**config.mk**
```make
export PLATFORM = sky130hd
export DESIGN_NAME = vip_frame_cfg_ctrl_flat
export DESIGN_NICKNAME = d
export VERILOG_FILES = /design/src/rtl/vip_frame_cfg_ctrl_if.sv /design/src/rtl/vip_frame_cfg_ctrl.sv /design/src/flat_wrapper.sv
export SDC_FILE = /design/constraint.sdc
export NUM_CORES = 1
export LEC_CHECK = 0
export BUFFER_PORTS_ARGS = -buffer_cell sky130_fd_sc_hd__buf_2
export CELL_PAD_IN_SITES_DETAIL_PLACEMENT = 0
export CELL_PAD_IN_SITES_GLOBAL_PLACEMENT = 1
export CORE_UTILIZATION = 39
export DETAILED_ROUTE_END_ITERATION = 8
export GPL_ROUTABILITY_DRIVEN = 0
export HOLD_SLACK_MARGIN = 0.05
export PLACE_DENSITY = 0.82
export SETUP_SLACK_MARGIN = 0.02
export SLEW_MARGIN = 15
export SYNTH_ARGS = -nofsm -noshare
export SYNTH_HDL_FRONTEND = slang
export SYNTH_SLANG_ARGS = --single-unit
```
**constraint.sdc**
```tcl
create_clock -name pclk -period 2.62 [get_ports pclk]
set_input_delay 0.655 -clock pclk [delete_from_list [all_inputs] [get_ports pclk]]
set_output_delay 0.655 -clock pclk [all_outputs]
set_load 0.05 [all_outputs]
```
**src/rtl/vip_frame_cfg_ctrl_if.sv**
```systemverilog
// Avalon-MM register bus between the host (master) and the frame config controller (slave).
interface vip_frame_cfg_ctrl_if;
   logic [2:0]  avs_address;
   logic        avs_write;
   logic [31:0] avs_writedata;
   logic        avs_read;
   logic [31:0] avs_readdata;

   modport master (
      output avs_address, avs_write, avs_writedata, avs_read,
      input  avs_readdata
   );

   modport slave (
      input  avs_address, avs_write, avs_writedata, avs_read,
      output avs_readdata
   );
endinterface

```
**src/rtl/vip_frame_cfg_ctrl.sv**
```systemverilog
// Staging/active pipeline config registers swapped at vsync rise, plus frame counter and commit irq.
// Writes and boundaries act at the next pclk edge, readdata 1-cycle latency; no waitrequest, never stalls.
module vip_frame_cfg_ctrl #(
   parameter int FRAME_CNT_W = 16
) (
   input  logic                   pclk,
   input  logic                   rst_n,
   vip_frame_cfg_ctrl_if.slave    bus,
   input  logic                   in_vsync,
   output logic                   hist_equ_en,
   output logic                   sobel_en,
   output logic                   yuv2rgb_en,
   output logic                   dscale_en,
   output logic [3:0]             dscale_scale,
   output logic                   cfg_pending,
   output logic [FRAME_CNT_W-1:0] frame_cnt,
   output logic                   irq
);
   typedef enum logic {IDLE, PENDING} state_t;

   // Field order matches the CTRL register bit layout.
   typedef struct packed {
      logic [3:0] scale;
      logic       dscale;
      logic       yuv2rgb;
      logic       sobel;
      logic       hist;
   } cfg_t;

   localparam cfg_t CFG_RST = '{scale: 4'd1, dscale: 1'b1, yuv2rgb: 1'b1, sobel: 1'b0, hist: 1'b0};

   state_t                 state_q, state_d;
   cfg_t                   staging_q, active_q;
   logic                   vsync_d, irq_flag, irq_en, apply;
   logic [FRAME_CNT_W-1:0] frame_cnt_q;
   logic [31:0]            rd_mux, readdata_q;
   logic                   frame_edge, wr_ctrl, wr_commit, wr_status, wr_irq_en;
   logic                   commit_req, commit_now;
   logic                   unused_wdata;

   assign frame_edge   = in_vsync & ~vsync_d;
   assign wr_ctrl      = bus.avs_write & (bus.avs_address == 3'd0);
   assign wr_commit    = bus.avs_write & (bus.avs_address == 3'd1);
   assign wr_status    = bus.avs_write & (bus.avs_address == 3'd2);
   assign wr_irq_en    = bus.avs_write & (bus.avs_address == 3'd4);
   assign commit_req   = wr_commit & bus.avs_writedata[0];
   assign commit_now   = wr_commit & bus.avs_writedata[1];
   assign unused_wdata = ^bus.avs_writedata[31:8];

   always_ff @(posedge pclk or negedge rst_n) begin
      if (!rst_n) state_q <= IDLE;
      else        state_q <= state_d;
   end

   // Immediate commit beats everything; a boundary applies the staging value seen before this edge.
   always_comb begin
      state_d = state_q;
      apply   = 1'b0;
      case (state_q)
         IDLE: begin
            if (commit_now) begin
               apply = 1'b1;
            end else if (commit_req) begin
               state_d = PENDING;
            end
         end
         PENDING: begin
            if (commit_now) begin
               apply   = 1'b1;
               state_d = IDLE;
            end else if (frame_edge) begin
               apply   = 1'b1;
               state_d = commit_req ? PENDING : IDLE;
            end
         end
         default: state_d = IDLE;
      endcase
   end

   always_comb begin
      rd_mux = '0;
      case (bus.avs_address)
         3'd0:    rd_mux[7:0] = staging_q;
         3'd2:    rd_mux[1:0] = {irq_flag, state_q == PENDING};
         3'd3:    rd_mux[FRAME_CNT_W-1:0] = frame_cnt_q;
         3'd4:    rd_mux[0] = irq_en;
         default: rd_mux = '0;
      endcase
   end

   always_ff @(posedge pclk or negedge rst_n) begin
      if (!rst_n) begin
         vsync_d     <= 1'b0;
         staging_q   <= CFG_RST;
         active_q    <= CFG_RST;
         frame_cnt_q <= '0;
         irq_flag    <= 1'b0;
         irq_en      <= 1'b0;
         readdata_q  <= '0;
      end else begin
         vsync_d <= in_vsync;
         if (wr_ctrl)
            staging_q <= cfg_t'(bus.avs_writedata[7:0]);
         if (apply)
            active_q <= staging_q;
         if (frame_edge)
            frame_cnt_q <= frame_cnt_q + FRAME_CNT_W'(1);
         // A new commit outranks a simultaneous write-1-clear.
         if (apply)
            irq_flag <= 1'b1;
         else if (wr_status && bus.avs_writedata[1])
            irq_flag <= 1'b0;
         if (wr_irq_en)
            irq_en <= bus.avs_writedata[0];
         if (bus.avs_read)
            readdata_q <= rd_mux;
      end
   end

   assign bus.avs_readdata = readdata_q;
   assign hist_equ_en      = active_q.hist;
   assign sobel_en         = active_q.sobel;
   assign yuv2rgb_en       = active_q.yuv2rgb;
   assign dscale_en        = active_q.dscale;
   assign dscale_scale     = active_q.scale;
   assign cfg_pending      = (state_q == PENDING);
   assign frame_cnt        = frame_cnt_q;
   assign irq              = irq_flag & irq_en;
endmodule

```
**src/flat_wrapper.sv**
```systemverilog
// flat-port wrapper written by rule: the top's interface ports become plain ports
module vip_frame_cfg_ctrl_flat 
#(
   parameter int FRAME_CNT_W = 16
)
  (pclk, rst_n, in_vsync, hist_equ_en, sobel_en, yuv2rgb_en, dscale_en, dscale_scale, cfg_pending, frame_cnt, irq, bus_avs_address, bus_avs_write, bus_avs_writedata, bus_avs_read, bus_avs_readdata);
  vip_frame_cfg_ctrl_if bus_i ();
  input  logic pclk;
  input  logic rst_n;
  input  logic in_vsync;
  output logic hist_equ_en;
  output logic sobel_en;
  output logic yuv2rgb_en;
  output logic dscale_en;
  output logic [3:0] dscale_scale;
  output logic cfg_pending;
  output logic [FRAME_CNT_W-1:0] frame_cnt;
  output logic irq;
  input wire logic [$bits(bus_i.avs_address)-1:0] bus_avs_address;
  input wire logic [$bits(bus_i.avs_write)-1:0] bus_avs_write;
  input wire logic [$bits(bus_i.avs_writedata)-1:0] bus_avs_writedata;
  input wire logic [$bits(bus_i.avs_read)-1:0] bus_avs_read;
  output wire logic [$bits(bus_i.avs_readdata)-1:0] bus_avs_readdata;
  assign bus_i.avs_address = bus_avs_address;
  assign bus_i.avs_write = bus_avs_write;
  assign bus_i.avs_writedata = bus_avs_writedata;
  assign bus_i.avs_read = bus_avs_read;
  assign bus_avs_readdata = bus_i.avs_readdata;
  vip_frame_cfg_ctrl #(.FRAME_CNT_W(FRAME_CNT_W)) u_core (.pclk(pclk), .rst_n(rst_n), .bus(bus_i), .in_vsync(in_vsync), .hist_equ_en(hist_equ_en), .sobel_en(sobel_en), .yuv2rgb_en(yuv2rgb_en), .dscale_en(dscale_en), .dscale_scale(dscale_scale), .cfg_pending(cfg_pending), .frame_cnt(frame_cnt), .irq(irq));
endmodule
```
# Word level (Yosys, flattened, before mapping)
# Index checks and enable logic that the tools add are counted.
# op_classes
addsub	1
n_eq_ne	4
muxes	15
bitwise	10
n_reduce_logical	3
# ops
cell	n
16-bit by 1-bit adder with 16-bit output, second input constant	1
6-bit case mux with 2 select lines	1
1-bit two-way mux	9
1-bit AND	8
8-bit two-way mux	1
3-bit by 2-bit == test with 1-bit output, second input constant	2
1-bit case mux with 2 select lines	2
1-bit case mux with 4 select lines	1
3-bit by 1-bit == test with 1-bit output, second input constant	1
3-bit == test, second input constant	1
3-bit logical NOT	1
1-bit case mux with 3 select lines	1
1-bit inverter	2
2-bit nonzero test	1
1-bit logical AND	1
# word_totals
ff_bits	52
input_bits	40
output_inout_bits	58
word_cells	49

# Logic depth before layout (Yosys ltp)
# Gate-level depths: netlist of run 1.
# logic_depth
ltp_word	7
ltp_mapped	6
mapped_depth_nobuf	4

# Least setup slack after synthesis of run 1
# OpenSTA, ideal clock, no wires.
# synth_timing
kind	input-to-reg
startpoint	input bus_avs_address[0]
endpoint	register u_core.active_q (netlist bit u_core.dscale_scale[1])
setup_ns	0.125
t_arrival_ns	1.606
required_ns	2.495
setup_slack_ns	0.889
path_stages	5
n_path_buf	1
path_cell_list	clkbuf_2 -> nor2b_1 -> nand3_1 -> nand2_2 -> mux2_2
# synth_between
elab_chain_len	5
elab_cells_between_ends	6
cone_classes	1 x eq/ne; 3 x mux; 2 x bitwise
# synth_rtl
item	line	source
from (decl)	flat_wrapper.sv:19	input wire logic [$bits(bus_i.avs_address)-1:0] bus_avs_address;
3-bit by 1-bit == test with 1-bit output (*)	vip_frame_cfg_ctrl.sv:43	assign wr_commit = bus.avs_write & (bus.avs_address == 3'd1);
1-bit AND (*)	vip_frame_cfg_ctrl.sv:43	
1-bit AND (*)	vip_frame_cfg_ctrl.sv:47	assign commit_now = wr_commit & bus.avs_writedata[1];
1-bit two-way mux, on equally long branches	vip_frame_cfg_ctrl.sv:68, vip_frame_cfg_ctrl.sv:61	
1-bit case mux with 2 select lines (*)	vip_frame_cfg_ctrl.sv:59	case (state_q)
to (signal assigned)	vip_frame_cfg_ctrl.sv:105	active_q <= staging_q;
to (decl)	vip_frame_cfg_ctrl.sv:33	cfg_t staging_q, active_q;
# Mark *: on every way between the ends. The rest lies on a longest branch, timed or not.
# A chain may end at the register's enable or synchronous reset.

# Final worst setup path of run 1
# layout_timing
startpoint	register u_core.frame_cnt_q[3] (netlist: u_core.frame_cnt[3])
endpoint	output frame_cnt[3]
# layout_lines
item	line	source
from (decl)	vip_frame_cfg_ctrl.sv:35	logic [FRAME_CNT_W-1:0] frame_cnt_q;
from (signal assigned)	vip_frame_cfg_ctrl.sv:107	frame_cnt_q <= frame_cnt_q + FRAME_CNT_W'(1);
to (decl)	flat_wrapper.sv:17	output logic [FRAME_CNT_W-1:0] frame_cnt;
# No word-level cell between the ends.

==> out/metrics.csv, run 1 <==
metric,value,unit
viasPerCell,4.86,
worst_hold_path_type,primary input to asynchronous set/reset pin,
routed_wl,4690,um
fmax,563,MHz
synth_area_per_cell,11.3,um2
rr_startpoint,u_core.frame_cnt[4]$_DFFE_PN0P_,
slew_violations,0,
p_comb_share,34.2,%
grt_max_degree,32,
yosysSeqAreaShare,55.0,%
met1_usage,22.0,%
place_area,2690,um2
ys_seq_elements,52,
drive_gt1_share,37.4,%
coreArea,5920,um2
cp.arrival,1.12,ns
grt_setup_unrepaired,no,
outcome,"complete, no violations",
use_met2,24.6,%
cts_resized,0,
path_cells,buf_2,
r2r_end,u_core.frame_cnt[15]$_DFFE_PN0P_,
synth_compound_area_share,6.99,%
synthDistinctLibCells,35,
worst_hold_slack,0.338,ns
setup_tns,0,ns
yosys.area_share.simple,12.9,%
worstMarginPinSlew,0.591,ns
diodes,0,
final_common_cell,buf_2,
io_buffers,57,
layout_min_cycle_time,1.78,ns
gr-max-usage-layer,met2,
drtIter0Drc,58,
route.detailed.drc,0,
skew,0.00539,ns
gr-usage-all-layers,15.9,%
use_met3,3.98,%
ff2ff_setup_slack,1.21,ns
yosys-top-cells-area,"dfrtp_1, mux2_2, dfstp_2",
ys_warn_count,0,
clock_power_share,21.8,%
hpwl,3420,um
fill_cells,593,
overflow,0,
fin_crit_sh,67.8,%
clkTransAtPathRegs,0.09,ns
synth_top_area_cell,dfrtp_1,
ff2ff_path_depth,4,
top_level_ports,98,
hold_viol,0,
ctsLongestPathBuffers,2,
synth_enable_flop_cells,0,
synthArstFlopShare,100,%
holdBufCountCts,0,
wl_per_cell,13.6,um
htree_levels,2,
cp_max_fo,6,
clk_latency,0.30,ns
grt_pass1_wl,7650,um
setup_viol,0,
cp_slowest_cell,dfrtp_1,
p_sw_share,41.0,%
num_vias,1677,
start_util,40.2,%
required,1.97,ns
synth-main-ff-cell,dfrtp_1,
cts_root_buffer,clkbuf_8,
cpPeakStageDelay,0.49,ns
numClockSinks,52,
cts_tree,yes,
ant_nets,0,
fin_nets,310,
intPower,0.00150,W
power_density,904,nW/um2
rows,28,
p_leak,1.37,nW
synth-xor-area-share,5.52,%
post-route-util,47.3,%
postCtsSetupRepairBufs,0,
yosys.area_share.adder,0.525,%
syn_to_final_growth,17.7,%
p_sw,0.00104,W
maxCapViolCount,0,
antenna_found_initial,0,
die-width,80.1,um
path_buf_inv,1,
mostFrequentLayoutCells,"buf_2, dfrtp_1, mux2_2",
synthDominantCellAreaShare,48.3,%
numCtsBuffers,5,
synth_top_family_by_area,simple AND/OR/NAND/NOR gates,
ir_drop,516,uV
synth_cells,210,
endpoint_kind,primary output,
power_frac_seq,44.1,%
cpLargestDelayFamily,flip-flops,
die_area,6420,um2
max_slew_margin,60.6,%
fin_area,2800,um2
worstSetupPathType,register to primary output,
synth.mux.area_fraction,10.4,%
startpoint_type,register,
drt-pass1-iter-count,4,
grt_pass1_vias,1546,
die_height,80.1,um
netlist_area,2380,um2
[registers in the layout (all words and copies together), names as in the netlist, 4 cells and up]
signal and cells:
u_core.dscale_scale 4, u_core.frame_cnt 16, u_core.staging_q 8, u_core.bus.avs_readdata 16
[area by class of cell]
cell class                 count  area [um2]  share of cell area (%)
sequential                    52        1310                    46.7
multi-input combinational    136         925                    33.0
timing repair buffer          61         315                    11.2
tap                           75        93.8                    3.35
clock buffer                   6        72.6                    2.59
inverter                      13        48.8                    1.74
clock inverter                 2        38.8                    1.38
[worst max path at each step]
stage / slack (ns) / cells after the start / from / end
2_1_floorplan: 0.89 / 5 / bus_avs_address[0] / u_core.dscale_scale[1]$_DFFE_PN0P_
3_3_place_gp: 0.60 / 4 / bus_avs_address[2] / u_core.staging_q[0]$_DFFE_PN0P_
3_5_place_dp: 0.62 / 4 / bus_avs_address[2] / u_core.staging_q[0]$_DFFE_PN0P_
4_1_cts: 0.82 / 1 / u_core.frame_cnt[3]$_DFFE_PN0P_ / frame_cnt[3]
5_1_grt: 0.77 / 1 / u_core.frame_cnt[3]$_DFFE_PN0P_ / frame_cnt[3]
6_report: 0.84 / 1 / u_core.frame_cnt[3]$_DFFE_PN0P_ / frame_cnt[3]
[cells in the mapped netlist (2+ instances only)]
master	instances
buf_4	16
nor2b_1	3
xor2_1	7
and2_1	2
mux2_2	22
clkbuf_1	4
a21boi_0	2
buf_2	3
inv_1	13
and3_1	3
dfrtp_1	46
a21oi_1	6
xnor2_1	8
nand2_1	8
o21ai_0	9
nand3_1	13
dfstp_2	6
a22oi_1	7
nor3_1	5
nor2_1	12
[through the flow]
step	setup slack (ns)	total power [W]	instances
floorplan	0.889	0.00179	225
global placement	0.597	0.00199	337
detailed placement	0.617	0.00200	337
CTS	0.822	0.00257	345
global route	0.771	0.00267	345
finish	0.844	0.00253	345
[routing by layer]
layer | part of all wire (%) | wire length (um)
met1 | 47 | 2230
met2 | 47 | 2210
met5 | 0 | 0
met3 | 4.3 | 204
met4 | 1.2 | 55
[cells by family (layout without fill, tap and decap cells)]
family          Yosys count  count (layout)
buf+inv                  37              82
flops                    52              52
fa+ha+maj                 1               1
mux                      22              22
xor+xnor                 15              15
simple gates             55              55
other cells               1              16
compound gates           27              27
[power groups by stage]
stage          sequential, W  combinational, W  clock, W
2_1_floorplan        0.00152          0.000276         0
3_3_place_gp         0.00113          0.000857         0
5_1_grt              0.00114          0.000922  0.000604
4_1_cts              0.00112          0.000875  0.000570
6_report             0.00112          0.000865  0.000552
3_5_place_dp         0.00113          0.000869         0
Power figures use the tool's default switching activity.
==> run 2, diff against run 1 <==
CORE_UTILIZATION = 32   (was 39)
PLACE_DENSITY = 0.72   (was 0.82)
clock period = 1.45 ns   (was 2.62 ns; I/O delays follow)
==> run 2 against run 1 <==
Cell area rose by 11%. Routed wire length is 2.3% higher. Final cell count grew 12%. Worst setup slack lost 0.79 ns. Die area rose by 21%. Sequential power rose by 80%. Register-to-register slack worse by 1.1 ns. Clock skew up 0.0047 ns. Critical path type unchanged. Highest routed layer unchanged.
==> out/metrics.csv, run 2 (synthesis gave the netlist of run 1 again) <==
metric,value,unit
cpPeakStageDelay,0.54,ns
rows,31,
path_cells,buf_4,
clock_power_share,20.5,%
antenna_found_initial,0,
required,1.09,ns
hold_viol,0,
cp_max_fo,2,
grt_setup_unrepaired,yes,
numCtsBuffers,5,
intPower,0.00292,W
cpLargestDelayFamily,flip-flops,
endpoint_kind,primary output,
post-route-util,43.0,%
worst_hold_path_type,primary input to register,
slew_violations,0,
skew,0.0101,ns
fill_cells,702,
start_util,33.0,%
power_density,1560,nW/um2
route.detailed.drc,0,
io_buffers,57,
wl_per_cell,12.5,um
ff2ff_path_depth,5,
viasPerCell,4.42,
hpwl,3600,um
cts_tree,yes,
routed_wl,4800,um
whs_endpoint,u_core.vsync_d$_DFF_PN0_,
setup_viol,0,
whs_path_depth,1,
cp_slowest_cell,dfstp_2,
stdcell_count,385,
p_sw_share,39.9,%
top_level_ports,98,
worstSetupPathType,register to primary output,
clkTransAtPathRegs,0.10,ns
fin_crit_sh,96.4,%
path_buf_inv,1,
final_common_cell,buf_2,
grt_pass1_wl,7960,um
r2r_end,u_core.dscale_scale[1]$_DFFE_PN0P_,
p_comb_share,37.9,%
min-delay-start,in_vsync,
mostFrequentLayoutCells,"buf_2, dfrtp_1, mux2_2",
numClockSinks,52,
syn_to_final_growth,30.4,%
die_area,7790,um2
drive_gt1_share,45.5,%
fin_nets,326,
coreArea,7210,um2
grt_max_degree,31,
drt-pass1-iter-count,4,
clk_latency,0.30,ns
ctsLongestPathBuffers,2,
cp.arrival,1.03,ns
dp.cells,375,
rr_startpoint,u_core.vsync_d$_DFF_PN0_,
die_height,88.3,um
p_sw,0.00194,W
outcome,"complete, no violations",
grt_pass1_vias,1672,
ant_nets,0,
fmax,716,MHz
startpoint_type,register,
ff2ff_setup_slack,0.11,ns
diodes,0,
cts_root_buffer,clkbuf_8,
maxCapViolCount,0,
overflow,0,
die-width,88.3,um
ir_drop,670,uV
power_frac_seq,41.6,%
p_leak,1.46,nW
gr-usage-all-layers,13.4,%
htree_levels,2,
layout_min_cycle_time,1.40,ns
drtIter0Drc,60,
num_vias,1702,
run 2: cell types whose count changed in the layout (fill, tap and decap cells not counted), sizes merged:
cell,before,now
clkbuf,6,8
buf,61,74
dlygate4sd3,0,1
run 2: final cells by class:
cell class	instances	area (um2)	share of cell area [%]
Clock buffer	6	72.6	2.34
Inverter	13	48.8	1.57
Clock inverter	2	38.8	1.25
Tap cell	99	124	3.99
Sequential cell	52	1320	42.5
Multi-Input combinational cell	136	966	31.1
Timing Repair Buffer	77	536	17.2
run 2: per-layer routing:
| metal | up-vias | global-route usage, % | routed length [um] |
|---|---|---|---|
| li1 | 831 | - | - |
| met1 | 821 | 16.7 | 2220 |
| met2 | 46 | 22.2 | 2300 |
| met3 | 4 | 3.54 | 241 |
| met4 | 0 | 5.28 | 42 |
| met5 | - | 0 | 0 |
run 2: worst max-delay path by stage:
stage | depth (start not counted) | start | endpoint | slack (ns)
floorplan | 4 | u_core.frame_cnt[0]$_DFFE_PN0P_ | u_core.frame_cnt[15]$_DFFE_PN0P_ | 0.02
global route | 4 | u_core.frame_cnt[5]$_DFFE_PN0P_ | u_core.frame_cnt[15]$_DFFE_PN0P_ | 0.02
detailed placement | 5 | bus_avs_address[2] | u_core.dscale_scale[1]$_DFFE_PN0P_ | -0.08
finish | 1 | u_core.yuv2rgb_en$_DFFE_PN1P_ | yuv2rgb_en | 0.05
CTS | 2 | u_core.irq_flag$_DFFE_PN0P_ | irq | 0.02
global placement | 5 | bus_avs_address[2] | u_core.hist_equ_en$_DFFE_PN0P_ | -0.05
run 2: metrics by stage:
| step | setup TNS (ns) | setup WS, ns | cell area [um2] | hold slack [ns] | power, W |
|---|---|---|---|---|---|
| global route | 0 | 0.0163 | 3110 | 0.160 | 0.00509 |
| CTS | 0 | 0.0232 | 3040 | 0.169 | 0.00481 |
| finish | 0 | 0.0529 | 3110 | 0.179 | 0.00485 |
| floorplan | 0 | 0.0157 | 2460 | 0.0669 | 0.00328 |
| global placement | -0.287 | -0.0508 | 2890 | 0.263 | 0.00372 |
| detailed placement | -0.444 | -0.0761 | 2890 | 0.261 | 0.00374 |
run 2: timing repair:
action,CTS,global route
hold endpoints to repair,10,0
buffers inserted,0,1
resized for setup,11,16
hold buffers,1,0
pin swaps,0,1
endpoints found under the setup margin,9,21
run 2: power by group through the flow:
| stage | clock, W | combinational [W] | sequential, W |
|---|---|---|---|
| floorplan | 0 | 0.000510 | 0.00277 |
| global placement | 0 | 0.00169 | 0.00203 |
| detailed placement | 0 | 0.00171 | 0.00204 |
| CTS | 0.00103 | 0.00177 | 0.00201 |
| global route | 0.00109 | 0.00194 | 0.00206 |
| finish | 0.000993 | 0.00184 | 0.00202 |
